`config.mk`:
```
export PLATFORM = sky130hd
export DESIGN_NAME = sram_bank_ctrl
export DESIGN_NICKNAME = d
export VERILOG_FILES = /design/src/rtl/sram_ctrl_pkg.sv /design/src/rtl/sram_rsp_fifo.sv /design/src/rtl/sram_bank_ctrl.sv
export SDC_FILE = /design/constraint.sdc
export NUM_CORES = 1
export LEC_CHECK = 0
export CAP_MARGIN = 0
export CORE_MARGIN = 1.5
export CORE_UTILIZATION = 30
export CTS_BUF_LIST = sky130_fd_sc_hd__clkbuf_8
export CTS_CLUSTER_DIAMETER = 30
export CTS_CLUSTER_SIZE = 25
export DETAILED_ROUTE_END_ITERATION = 8
export SYNTH_ARGS = -nofsm -noshare
export SYNTH_HDL_FRONTEND = slang
export SYNTH_SLANG_ARGS = --single-unit
```
`constraint.sdc`:
```
create_clock -name clk_i -period 5.37 [get_ports clk_i]
set_clock_uncertainty 0.05 [all_clocks]
set_input_delay 0.537 -clock clk_i [delete_from_list [all_inputs] [get_ports clk_i]]
set_output_delay 0.537 -clock clk_i [all_outputs]
set_load 0.02 [all_outputs]
```
`src/rtl/sram_ctrl_pkg.sv`:
```
// sram_ctrl_pkg
// Shared constants and types for the SRAM bank controller.
//   DATA_WIDTH  : macro word width in bits
//   MASK_WIDTH  : number of byte lanes in a word
//   ADDR_WIDTH  : word address width of one macro
//   sram_req_t  : one word request as seen on the core request port
package sram_ctrl_pkg;

    localparam int DATA_WIDTH = 32;
    localparam int MASK_WIDTH = DATA_WIDTH / 8;
    localparam int ADDR_WIDTH = 9;

    typedef struct packed {
        logic                  we;
        logic [ADDR_WIDTH-1:0] addr;
        logic [MASK_WIDTH-1:0] wmask;
        logic [DATA_WIDTH-1:0] wdata;
    } sram_req_t;

endpackage

```
`src/rtl/sram_rsp_fifo.sv`:
```
// sram_rsp_fifo
// Synchronous response FIFO holding read data on its way back to the core.
// Storage is cleared on reset so the head reads as zero while empty after reset.
// Ports:
//   clk_i, rst_ni : clock, asynchronous active-low reset
//   push_i        : write push_data_i at the tail (ignored when full)
//   push_data_i   : data to enqueue
//   pop_i         : drop the head entry (ignored when empty)
//   count_o       : number of stored entries
//   valid_o       : FIFO holds at least one entry
//   head_o        : oldest entry
module sram_rsp_fifo
    import sram_ctrl_pkg::*;
#(
    parameter int RSP_DEPTH  = 4,
    parameter int DATA_WIDTH = sram_ctrl_pkg::DATA_WIDTH,
    localparam int PTR_W     = (RSP_DEPTH > 1) ? $clog2(RSP_DEPTH) : 1,
    localparam int CNT_W     = $clog2(RSP_DEPTH + 1)
) (
    input  logic                  clk_i,
    input  logic                  rst_ni,
    input  logic                  push_i,
    input  logic [DATA_WIDTH-1:0] push_data_i,
    input  logic                  pop_i,
    output logic [CNT_W-1:0]      count_o,
    output logic                  valid_o,
    output logic [DATA_WIDTH-1:0] head_o
);

    logic [DATA_WIDTH-1:0] mem_d [RSP_DEPTH];
    logic [DATA_WIDTH-1:0] mem_q [RSP_DEPTH];
    logic [PTR_W-1:0]      wr_ptr_d, wr_ptr_q;
    logic [PTR_W-1:0]      rd_ptr_d, rd_ptr_q;
    logic [CNT_W-1:0]      count_d, count_q;
    logic                  do_push;
    logic                  do_pop;

    assign do_push = push_i && (count_q != CNT_W'(RSP_DEPTH));
    assign do_pop  = pop_i && (count_q != '0);

    // Pointers wrap explicitly so depths that are not a power of two work.
    always_comb begin
        mem_d    = mem_q;
        wr_ptr_d = wr_ptr_q;
        rd_ptr_d = rd_ptr_q;
        count_d  = count_q;
        if (do_push) begin
            mem_d[wr_ptr_q] = push_data_i;
            wr_ptr_d = (wr_ptr_q == PTR_W'(RSP_DEPTH - 1)) ? '0 : wr_ptr_q + 1'b1;
        end
        if (do_pop) begin
            rd_ptr_d = (rd_ptr_q == PTR_W'(RSP_DEPTH - 1)) ? '0 : rd_ptr_q + 1'b1;
        end
        // A simultaneous push and pop leaves the count unchanged.
        if (do_push && !do_pop) begin
            count_d = count_q + 1'b1;
        end else if (do_pop && !do_push) begin
            count_d = count_q - 1'b1;
        end
    end

    always_ff @(posedge clk_i or negedge rst_ni) begin
        if (!rst_ni) begin
            mem_q    <= '{default: '0};
            wr_ptr_q <= '0;
            rd_ptr_q <= '0;
            count_q  <= '0;
        end else begin
            mem_q    <= mem_d;
            wr_ptr_q <= wr_ptr_d;
            rd_ptr_q <= rd_ptr_d;
            count_q  <= count_d;
        end
    end

    assign count_o = count_q;
    assign valid_o = (count_q != '0);
    assign head_o  = mem_q[rd_ptr_q];

endmodule

```
`src/rtl/sram_bank_ctrl.sv`:
```
// sram_bank_ctrl
// Bridges the core data-memory request port to a set of 1RW1R OpenRAM macros.
// The upper address bits pick a bank; that bank's port 0 is driven from
// registers so the macro sees clean control for a whole cycle. Reads come
// back in order through a response FIFO; port 1 of every macro is parked.
// Ports:
//   clk_i, rst_ni         : clock, asynchronous active-low reset
//   req_*                 : valid/ready word request (we, addr, wmask, wdata)
//   rsp_*                 : valid/ready read response (rdata)
//   sram_clk0_o .. din0_o : per-bank port-0 controls, packed bank 0 in the LSBs
//   sram_dout0_i          : per-bank port-0 read data, packed the same way
//   sram_clk1_o, csb1_o, addr1_o : port-1 controls, held idle
module sram_bank_ctrl
    import sram_ctrl_pkg::*;
#(
    parameter int NUM_BANKS  = 2,
    parameter int ADDR_WIDTH = sram_ctrl_pkg::ADDR_WIDTH,
    parameter int DATA_WIDTH = sram_ctrl_pkg::DATA_WIDTH,
    parameter int RSP_DEPTH  = 4,
    localparam int BANK_W     = $clog2(NUM_BANKS),
    localparam int MASK_W     = DATA_WIDTH / 8,
    localparam int REQ_ADDR_W = ADDR_WIDTH + BANK_W
) (
    input  logic                            clk_i,
    input  logic                            rst_ni,

    input  logic                            req_valid_i,
    output logic                            req_ready_o,
    input  logic                            req_we_i,
    input  logic [REQ_ADDR_W-1:0]           req_addr_i,
    input  logic [MASK_W-1:0]               req_wmask_i,
    input  logic [DATA_WIDTH-1:0]           req_wdata_i,

    output logic                            rsp_valid_o,
    input  logic                            rsp_ready_i,
    output logic [DATA_WIDTH-1:0]           rsp_rdata_o,

    output logic [NUM_BANKS-1:0]            sram_clk0_o,
    output logic [NUM_BANKS-1:0]            sram_csb0_o,
    output logic [NUM_BANKS-1:0]            sram_web0_o,
    output logic [NUM_BANKS*MASK_W-1:0]     sram_wmask0_o,
    output logic [NUM_BANKS*ADDR_WIDTH-1:0] sram_addr0_o,
    output logic [NUM_BANKS*DATA_WIDTH-1:0] sram_din0_o,
    input  logic [NUM_BANKS*DATA_WIDTH-1:0] sram_dout0_i,

    output logic [NUM_BANKS-1:0]            sram_clk1_o,
    output logic [NUM_BANKS-1:0]            sram_csb1_o,
    output logic [NUM_BANKS*ADDR_WIDTH-1:0] sram_addr1_o
);

    // A single-bank build still needs a one-bit select to index arrays.
    localparam int BSEL_W = (BANK_W > 0) ? BANK_W : 1;
    localparam int CNT_W  = $clog2(RSP_DEPTH + 1);
    localparam int OCC_W  = $clog2(RSP_DEPTH + 3);

    logic                  accept;
    logic [BSEL_W-1:0]     bank_sel;
    logic [ADDR_WIDTH-1:0] word_addr;

    logic [NUM_BANKS-1:0]  csb_d, csb_q;
    logic [NUM_BANKS-1:0]  web_d, web_q;
    logic [ADDR_WIDTH-1:0] addr_d  [NUM_BANKS];
    logic [ADDR_WIDTH-1:0] addr_q  [NUM_BANKS];
    logic [DATA_WIDTH-1:0] din_d   [NUM_BANKS];
    logic [DATA_WIDTH-1:0] din_q   [NUM_BANKS];
    logic [MASK_W-1:0]     wmask_d [NUM_BANKS];
    logic [MASK_W-1:0]     wmask_q [NUM_BANKS];

    logic                  s1_vld_d, s1_vld_q;
    logic [BSEL_W-1:0]     s1_bank_d, s1_bank_q;
    logic                  s2_vld_d, s2_vld_q;
    logic [BSEL_W-1:0]     s2_bank_d, s2_bank_q;

    logic [DATA_WIDTH-1:0] dout_arr [NUM_BANKS];
    logic [DATA_WIDTH-1:0] push_data;
    logic                  rsp_pop;
    logic [CNT_W-1:0]      fifo_count;
    logic [OCC_W-1:0]      occupancy;

    generate
        if (BANK_W > 0) begin : g_bank_dec
            assign bank_sel = req_addr_i[REQ_ADDR_W-1 -: BANK_W];
        end else begin : g_single_bank
            assign bank_sel = '0;
        end
    endgenerate

    assign word_addr = req_addr_i[ADDR_WIDTH-1:0];

    // Occupancy counts reads still in the pipe so a FIFO slot is always
    // reserved for them; ready therefore never looks at rsp_ready_i or req_we_i.
    assign occupancy   = OCC_W'(fifo_count) + OCC_W'(s1_vld_q) + OCC_W'(s2_vld_q);
    assign req_ready_o = (occupancy < OCC_W'(RSP_DEPTH));
    assign accept      = req_valid_i && req_ready_o;

    // Only the addressed bank gets new addr/din/wmask; the others keep theirs
    // so their data pins do not toggle. Chip selects drop back every idle cycle.
    always_comb begin
        csb_d   = '1;
        web_d   = '1;
        addr_d  = addr_q;
        din_d   = din_q;
        wmask_d = wmask_q;
        if (accept) begin
            csb_d[bank_sel]   = 1'b0;
            web_d[bank_sel]   = !req_we_i;
            addr_d[bank_sel]  = word_addr;
            din_d[bank_sel]   = req_wdata_i;
            wmask_d[bank_sel] = req_wmask_i;
        end
    end

    // Read tracking: stage 1 is the cycle the macro sees the command, stage 2
    // is the cycle its dout is valid and gets pushed into the FIFO.
    always_comb begin
        s1_vld_d  = accept && !req_we_i;
        s1_bank_d = (accept && !req_we_i) ? bank_sel : s1_bank_q;
        s2_vld_d  = s1_vld_q;
        s2_bank_d = s1_bank_q;
    end

    always_ff @(posedge clk_i or negedge rst_ni) begin
        if (!rst_ni) begin
            csb_q     <= '1;
            web_q     <= '1;
            addr_q    <= '{default: '0};
            din_q     <= '{default: '0};
            wmask_q   <= '{default: '0};
            s1_vld_q  <= 1'b0;
            s1_bank_q <= '0;
            s2_vld_q  <= 1'b0;
            s2_bank_q <= '0;
        end else begin
            csb_q     <= csb_d;
            web_q     <= web_d;
            addr_q    <= addr_d;
            din_q     <= din_d;
            wmask_q   <= wmask_d;
            s1_vld_q  <= s1_vld_d;
            s1_bank_q <= s1_bank_d;
            s2_vld_q  <= s2_vld_d;
            s2_bank_q <= s2_bank_d;
        end
    end

    genvar b;
    generate
        for (b = 0; b < NUM_BANKS; b++) begin : g_bank_io
            assign sram_addr0_o[b*ADDR_WIDTH +: ADDR_WIDTH] = addr_q[b];
            assign sram_din0_o[b*DATA_WIDTH +: DATA_WIDTH]  = din_q[b];
            assign sram_wmask0_o[b*MASK_W +: MASK_W]        = wmask_q[b];
            assign dout_arr[b] = sram_dout0_i[b*DATA_WIDTH +: DATA_WIDTH];
        end
    endgenerate

    assign sram_clk0_o  = {NUM_BANKS{clk_i}};
    assign sram_csb0_o  = csb_q;
    assign sram_web0_o  = web_q;

    assign sram_clk1_o  = {NUM_BANKS{clk_i}};
    assign sram_csb1_o  = '1;
    assign sram_addr1_o = '0;

    assign push_data = dout_arr[s2_bank_q];
    assign rsp_pop   = rsp_valid_o && rsp_ready_i;

    sram_rsp_fifo #(
        .RSP_DEPTH  (RSP_DEPTH),
        .DATA_WIDTH (DATA_WIDTH)
    ) u_rsp_fifo (
        .clk_i       (clk_i),
        .rst_ni      (rst_ni),
        .push_i      (s2_vld_q),
        .push_data_i (push_data),
        .pop_i       (rsp_pop),
        .count_o     (fifo_count),
        .valid_o     (rsp_valid_o),
        .head_o      (rsp_rdata_o)
    );

endmodule

```
# After elaboration in Yosys (flattened, before gate mapping)
# Cells that the tools add are included.
[word_totals]
ff_bits = 233
in_bits = 115
elab_cells = 84
[op_classes]
n_addsub = 6
magnitude_cmp = 9
n_eq_ne = 3
mux = 26
bitwise_logic = 6
n_reduce_logical = 15
[ops]
columns = ["operator", "n"]
rows = [
  ["32-bit 2-to-1 mux", 7],
  ["128-bit bitwise mux", 1],
  ["32-bit binary-select mux with 2-bit select", 1],
  ["64-bit bitwise mux", 1],
  ["32-bit demux with 2-bit select", 1],
  ["32-bit demux with 1-bit select", 1],
  ["18-bit bitwise mux", 1],
  ["1-bit logical AND", 10],
  ["9-bit demux with 1-bit select", 1],
  ["9-bit 2-to-1 mux", 1],
  ["8-bit bitwise mux", 1],
  ["2-bit 2-to-1 mux", 4],
  ["3-bit by 1-bit adder with 3-bit output", 2],
  ["3-bit greater-or-equal comparator, second input constant", 2],
  ["3-bit 2-to-1 mux", 2],
  ["2-bit NOT with 3-bit output", 2],
  ["2-bit by 1-bit adder with 2-bit output, second input constant", 2],
  ["4-bit demux with 1-bit select", 1],
  ["2-bit equality test, second input constant", 2],
  ["2-bit greater-or-equal comparator, second input constant", 2],
  ["4-bit 2-to-1 mux", 1],
  ["1-bit NOT with 2-bit output", 2],
  ["3-bit by 1-bit adder with 3-bit output, second input constant", 1],
  ["1-bit zero test", 3],
  ["13 further kinds", 13],
]

# Logic depth before layout (Yosys ltp)
# Gate-level depths: netlist (run 1).
[depth]
depth_word = 7
mapped_depth = 9
mapped_depth_nobuf = 9

# Cells and area by module
# Synthesis (run 1) repeated with hierarchy kept, for this count alone.
[hier_totals]
hier_cells = 628
hier_area_um2 = 10244.8
[by_module_without_submodules]
columns = ["module", "n_inst", "cells_each", "area_each_um2"]
rows = [
  ["sram_rsp_fifo", 1, 348, 5987.0],
  ["sram_bank_ctrl", 1, 280, 4257.8],
]

==> results of run 1 <==
layout by cell type, fill, tap and decap left out, types with 2 or more instances in the layout:
cell type / n
ha_1: 7
dfstp_2: 4
inv_1: 15
clkdlybuf4s50_1: 245
nor2_1: 3
mux2_2: 250
xor2_1: 2
mux4_2: 32
dfrtp_1: 228
nand2_1: 3
a221oi_4: 2
mux2_4: 2
mux2_1: 3
bufinv_16: 7
clkinv_2: 14
nand3_2: 4
buf_4: 8
clkinvlp_4: 6
conb_1: 20
clkbuf_8: 77
nand2b_1: 2
worst min path at each step:
stage	from	end	slack, ps	cells past startpoint
after floorplan	rst_ni	s1_bank_q	190	0
after global placement	s1_bank_q	s2_bank_q	310	0
after detailed placement	s1_bank_q	s2_bank_q	330	0
after CTS	s1_bank_q	s2_bank_q	340	0
after global routing	s1_bank_q	s2_bank_q	360	0
final	s1_bank_q	s2_bank_q	330	0
timing repair:
| action | CTS | global route |
|---|---|---|
| hold buffers | 1 | 0 |
| hold endpoints to repair | 113 | 0 |
| resized for setup | 0 | 0 |
metrics by stage:
stage	util, %	std cells	cell area, µm²
final	43.0	1399	14400
after CTS	43.0	1399	14400
after floorplan	-	642	10300
after global routing	43.0	1399	14400
after detailed placement	38.8	1287	13000
after global placement	38.8	1287	13000
state kept, by name, summed over array words and instances, names as in the netlist, 2 cells and up:
name                 flops
u_rsp_fifo.mem_q       128
sram_din0_o             64
sram_addr0_o            18
sram_wmask0_o            8
u_rsp_fifo.count_o       3
sram_csb0_o              2
sram_web0_o              2
u_rsp_fifo.rd_ptr_q      2
u_rsp_fifo.wr_ptr_q      2
per-layer routing:
metal	vias up	track usage, %	share of wire (%)
li1	2811	-	-
met4	0	6.28	2.3
met5	-	0	0
met2	236	21.5	46
met1	3165	15.9	41
met3	46	6.57	10
area by class of cell:
type	count	area share, %
sequential	233	40.5
clock buffer	81	7.62
clock inverter	34	2.44
timing repair buffer	252	17.5
inverter	8	0.208
multi-input combinational	343	27.9
tap	448	3.89
cells by family after synthesis:
kind of cell | after synthesis | synth area share, %
compound gates | 7 | 0.834
xor+xnor | 3 | 0.258
fa+ha+maj | 8 | 1.05
buf+inv | 66 | 4.25
flops | 233 | 57.2
mux | 287 | 35.3
other cells | 2 | 0.0736
simple gates | 18 | 1.07
power breakdown:
group | leakage (µW) | internal, µW | switching [µW]
combinational | 0.00246 | 2340 | 1850
clock | 0.000761 | 1680 | 927
sequential | 0.00275 | 2640 | 491
total | 0.00597 | 6660 | 3260
==> metrics.md, run 1 <==
| Metric | Value |
|---|---|
| CP most frequent cell | `clkbuf_8` |
| Slowest cell delay on critical path | `530 ps` |
| Reg2reg start | `s2_vld_q` |
| Data arrival, critical path | `3450 ps` |
| Routed via count | `6258` |
| Cell Pwr Density | `688 nW/µm²` |
| Total power | `9920 µW` |
| DRC errors left | `0` |
| Worst Max-Slew Pin Slew | `965 ps` |
| Gr ovfl total | `0` |
| Setup bufs post-CTS | `0` |
| # Max-Cap Violations | `0` |
| Multi-input logic area | `4030 µm²` |
| Synth top cells by count | `mux2_2, dfrtp_1, mux4_2` |
| Gpl congestion | `0.689` |
| Hold Vio Cnt, Final | `0` |
| PortBufs | `246` |
| Levels on crit path | `3` |
| Seq cells post-synth | `233` |
| Crit path kind | `clk2out` |
| Fin worst setup slack | `1330 ps` |
| Largest cells by area after synthesis | `dfrtp_1, mux2_2, mux4_2` |
| Worst Reg-to-Reg Cells | `5` |
| Largest delay contributor family on the critical path | `buffers and inverters` |
| Layout area overhead | `41.4%` |
| Share of cells above drive strength 1 | `43.5%` |
| Antenna Violating Nets Remaining | `0` |
| Data required, critical path | `4780 ps` |
| Crit-path max FO | `2` |
| Clk slew on worst S/H paths | `50 ps` |
| Worst slew margin | `35.7%` |
| Slowest CP cell | `clkdlybuf4s50_1` |
| Overall routed net length | `23600 µm` |
| Setup WS pre-CTS | `1590 ps` |
| Post-synth EDFFs | `0` |
| Row Count | `67` |
| CP endpoint kind | `output port` |
| Cell Area, Synth | `10200 µm²` |
| Status | `complete, no violations` |
| Vias per cell | `4.47` |
| HPWL after DPL | `15300 µm` |
| Worst reg2reg path endpoint | `sram_din0_o[42]` |
| Crit path buf inv count | `3` |
| Total iterations of the first detailed-routing run | `4` |
| Synth async-reset ratio | `100%` |
| Die Y | `187 µm` |
| Share of the synthesized area in the top cell type | `56.2%` |
| Pleak | `0.00597 µW` |
| Yosys warns | `0` |
| Initial Util | `30.4%` |
| Ports | `267` |
| Final setup fails | `0` |
| Register area share after synthesis | `57.2%` |
| Peak supply drop | `0.341 mV` |
| Worst Hold Margin | `334 ps` |
| Core area | `33500 µm²` |
| Layout fillers | `3100` |
| FF-to-FF setup slack | `2830 ps` |
| Nets | `1028` |
| DIE AREA | `35100 µm²` |
| HP Class | `reg2reg` |
| Top_reg_cell synth | `dfrtp_1` |
| CTS tree | `yes` |
| Count leader, synth | `mux2_2` |
| Final Max Tran Viols | `0` |
| Post-synth cell types | `36` |
| GRT Util Overall | `13.7%` |
| Vias in the first global route | `7035` |
| Crit path capture | `sram_clk1_o[0]` |
| Register area | `5840 µm²` |
| Antenna Cells | `0` |
| Die W | `187 µm` |
| Initial antenna violation count | `0` |
| Global-route wire length before repair | `38100 µm` |
| Clk Latency, worst-skew pair | `680 ps` |
| Synth Area per Inst | `16.4 µm²` |
| Final TNS setup | `0 ps` |
| Cell count after synthesis | `624` |
| Crit start category | `clock port` |
| Worst path cell trace | `clkbuf_8, clkbuf_8, clkdlybuf4s50_1` |
| Yosys top cell by area | `dfrtp_1` |
| RSZ-0062 raised after global routing | `no` |
| DR WL/cell | `16.9 µm` |
| Initial DRC count | `172` |
| Largest net degree at the start of global routing | `119` |
| Worst Setup SP | `clk_i` |
Note: power is estimated with default switching activity, not from simulation.
==> run 2: changes to the inputs <==
==> constraint.sdc (replaced) <==
create_clock -name clk_i -period 3.8 [get_ports clk_i]
set_clock_uncertainty 0.05 [all_clocks]
set_input_delay 0.38 -clock clk_i [delete_from_list [all_inputs] [get_ports clk_i]]
set_output_delay 0.38 -clock clk_i [all_outputs]
set_load 0.02 [all_outputs]
==> run 2 against run 1 <==
- routed wire length grew 0.42%
- worst setup slack worse by 890 ps
- register-to-register slack lost 1500 ps
- sequential share of layout area up 0.27 points
- die area did not move
- non-clock buffer count increased by 3
- count of clock-buffer cells in the layout shrank 9
- sequential power rose by 42%
- final area down 0.66%
- core utilization down 0.28 points
- critical endpoint is now rsp_rdata_o[9]
- largest power group unchanged
==> metrics.md, run 2 (same netlist as run 1, synthesis figures left out) <==
| Metric | Value |
|---|---|
| Status | `complete, no violations` |
| Share of cells above drive strength 1 | `43.2%` |
| Antenna Violating Nets Remaining | `0` |
| Peak supply drop | `0.507 mV` |
| Gr ovfl total | `0` |
| Clk slew on worst S/H paths | `50 ps` |
| Most frequent cells in the layout | `mux2_2, clkdlybuf4s50_1, dfrtp_1` |
| Pleak | `0.00592 µW` |
| Gpl congestion | `0.679` |
| Data arrival, critical path | `2930 ps` |
| RSZ-0062 raised after global routing | `no` |
| Hold Vio Cnt, Final | `0` |
| Vias in the first global route | `7086` |
| Commonest non-fill, non-tap cell in the layout | `mux2_2` |
| Comb pwr share | `42.8%` |
| Core area | `33500 µm²` |
| Crit share post-route | `88.5%` |
| Data required, critical path | `3370 ps` |
| CP endpoint kind | `output port` |
| Top achievable clock speed | `0.297 GHz` |
| Cell Pwr Density | `964 nW/µm²` |
| Final setup fails | `0` |
| Top reg by flops | `u_rsp_fifo.mem_q` |
| Worst slew margin | `35.3%` |
| Sw Pwr | `4590 µW` |
| # hold bufs at CTS | `1` |
| Routed via count | `6225` |
| Top layer in use | `met4` |
| Largest delay contributor family on the critical path | `buffers and inverters` |
| Worst Hold Margin | `265 ps` |
| DIE AREA | `35100 µm²` |
| Die Y | `187 µm` |
| Die W | `187 µm` |
| Worst Max-Slew Pin Slew | `971 ps` |
| CTS tree | `yes` |
| Max FFs per register | `128` |
| Cell area after layout | `14300 µm²` |
| GRT Util Overall | `13.9%` |
| Clk Latency, worst-skew pair | `650 ps` |
| HPWL after DPL | `15300 µm` |
| # Max-Cap Violations | `0` |
| Initial Util | `30.4%` |
| CTS resizes | `0` |
| Worst path cell trace | `buf_4, mux4_2, clkdlybuf4s50_1` |
| Crit-path max FO | `23` |
| Total iterations of the first detailed-routing run | `4` |
| Total power | `13800 µW` |
| Vias per cell | `4.48` |
| Wire length on met2 | `11100 µm` |
| DR WL/cell | `17.0 µm` |
| Post-Route M1 WL | `9790 µm` |
| Crit path buf inv count | `2` |
| Layout area overhead | `40.4%` |
| PortBufs | `246` |
| Initial DRC count | `145` |
| DRC errors left | `0` |
| Setup bufs post-CTS | `0` |
| FF-to-FF setup slack | `1290 ps` |
| Final TNS setup | `0 ps` |
| Final Max Tran Viols | `0` |
| Ports | `267` |
| Clock Power Share | `25.0%` |
| Wire length on met3 | `2390 µm` |
| Antenna Cells | `0` |
| Slowest CP cell | `dfrtp_2` |
| Int Pwr | `9230 µW` |
| Global-route wire length before repair | `38400 µm` |
| Crit path kind | `reg2out` |
| Overall routed net length | `23700 µm` |
| Reg power frac | `32.1%` |
| Nets | `1025` |
| DP Area | `13000 µm²` |
| Initial antenna violation count | `0` |
| HP Class | `in2reg` |
| Switching Share | `33.2%` |
| Slowest cell delay on critical path | `850 ps` |
| Row Count | `67` |
| Layout fillers | `3051` |
| Largest net degree at the start of global routing | `114` |
| Crit start category | `flop` |
| Tmin final | `3360 ps` |
==> run 2: cell count changes in the layout (fill, tap and decap cells not counted), sizes merged <==
cell	previous run	this run
clkbuf	77	68
buf	10	13
clkinv	14	13
clkinvlp	6	5
==> run 2: per-stage QoR <==
step / setup WS (ps) / util, % / instances
final: 438 / 42.7 / 1391
after global routing: 206 / 42.7 / 1391
after CTS: 299 / 42.7 / 1391
after detailed placement: 962 / 38.9 / 1290
after global placement: 962 / 38.9 / 1290
after floorplan: 1340 / - / 642
==> run 2: area by class of cell <==
cell class	count	area, µm²	area share, %
clock buffers	72	976	6.81
clock inverters	32	358	2.50
inverters	8	30.0	0.210
multi-input cells	343	4030	28.1
flip-flops and latches	233	5840	40.7
well taps	448	561	3.91
repair buffers	255	2540	17.7
==> run 2: power groups by stage <==
stage	logic, µW	clock network [µW]	registers (µW)
2_1_floorplan	3050	123	4870
3_3_place_gp	5940	141	4460
3_5_place_dp	6000	141	4480
4_1_cts	6030	3580	4460
5_1_grt	6300	3710	4630
6_report	5920	3450	4440
==> run 2: worst paths after layout <==
kind	from	to	cells past startpoint
setup / recovery	u_rsp_fifo.rd_ptr_q[0]	rsp_rdata_o[9]	3
hold / removal	req_addr_i[9]	sram_web0_o[1]	2
setup reg to reg	s2_vld_q	sram_din0_o[43]	5
hold reg to reg	s1_bank_q	s2_bank_q	0
max in group asynchronous	rst_ni	u_rsp_fifo.mem_q[55]	3
min in group asynchronous	rst_ni	u_rsp_fifo.mem_q[115]	2
==> run 2: metal layers <==
layer,up-vias,track usage (%)
met3,47,6.53
li1,2807,-
met1,3144,16.3
met4,0,5.57
met5,-,0
met2,227,21.9
==> run 2: worst reg2reg max path, delay by kind of cell (launching register included) <==
| kind | cells | cell delay (ps) |
|---|---|---|
| multiplexers | 1 | 430 |
| adder cells (fa/ha/maj) | 1 | 350 |
| AO/OA/AOI/OAI | 2 | 500 |
| flip-flops | 1 | 450 |
| buffers and inverters | 1 | 600 |
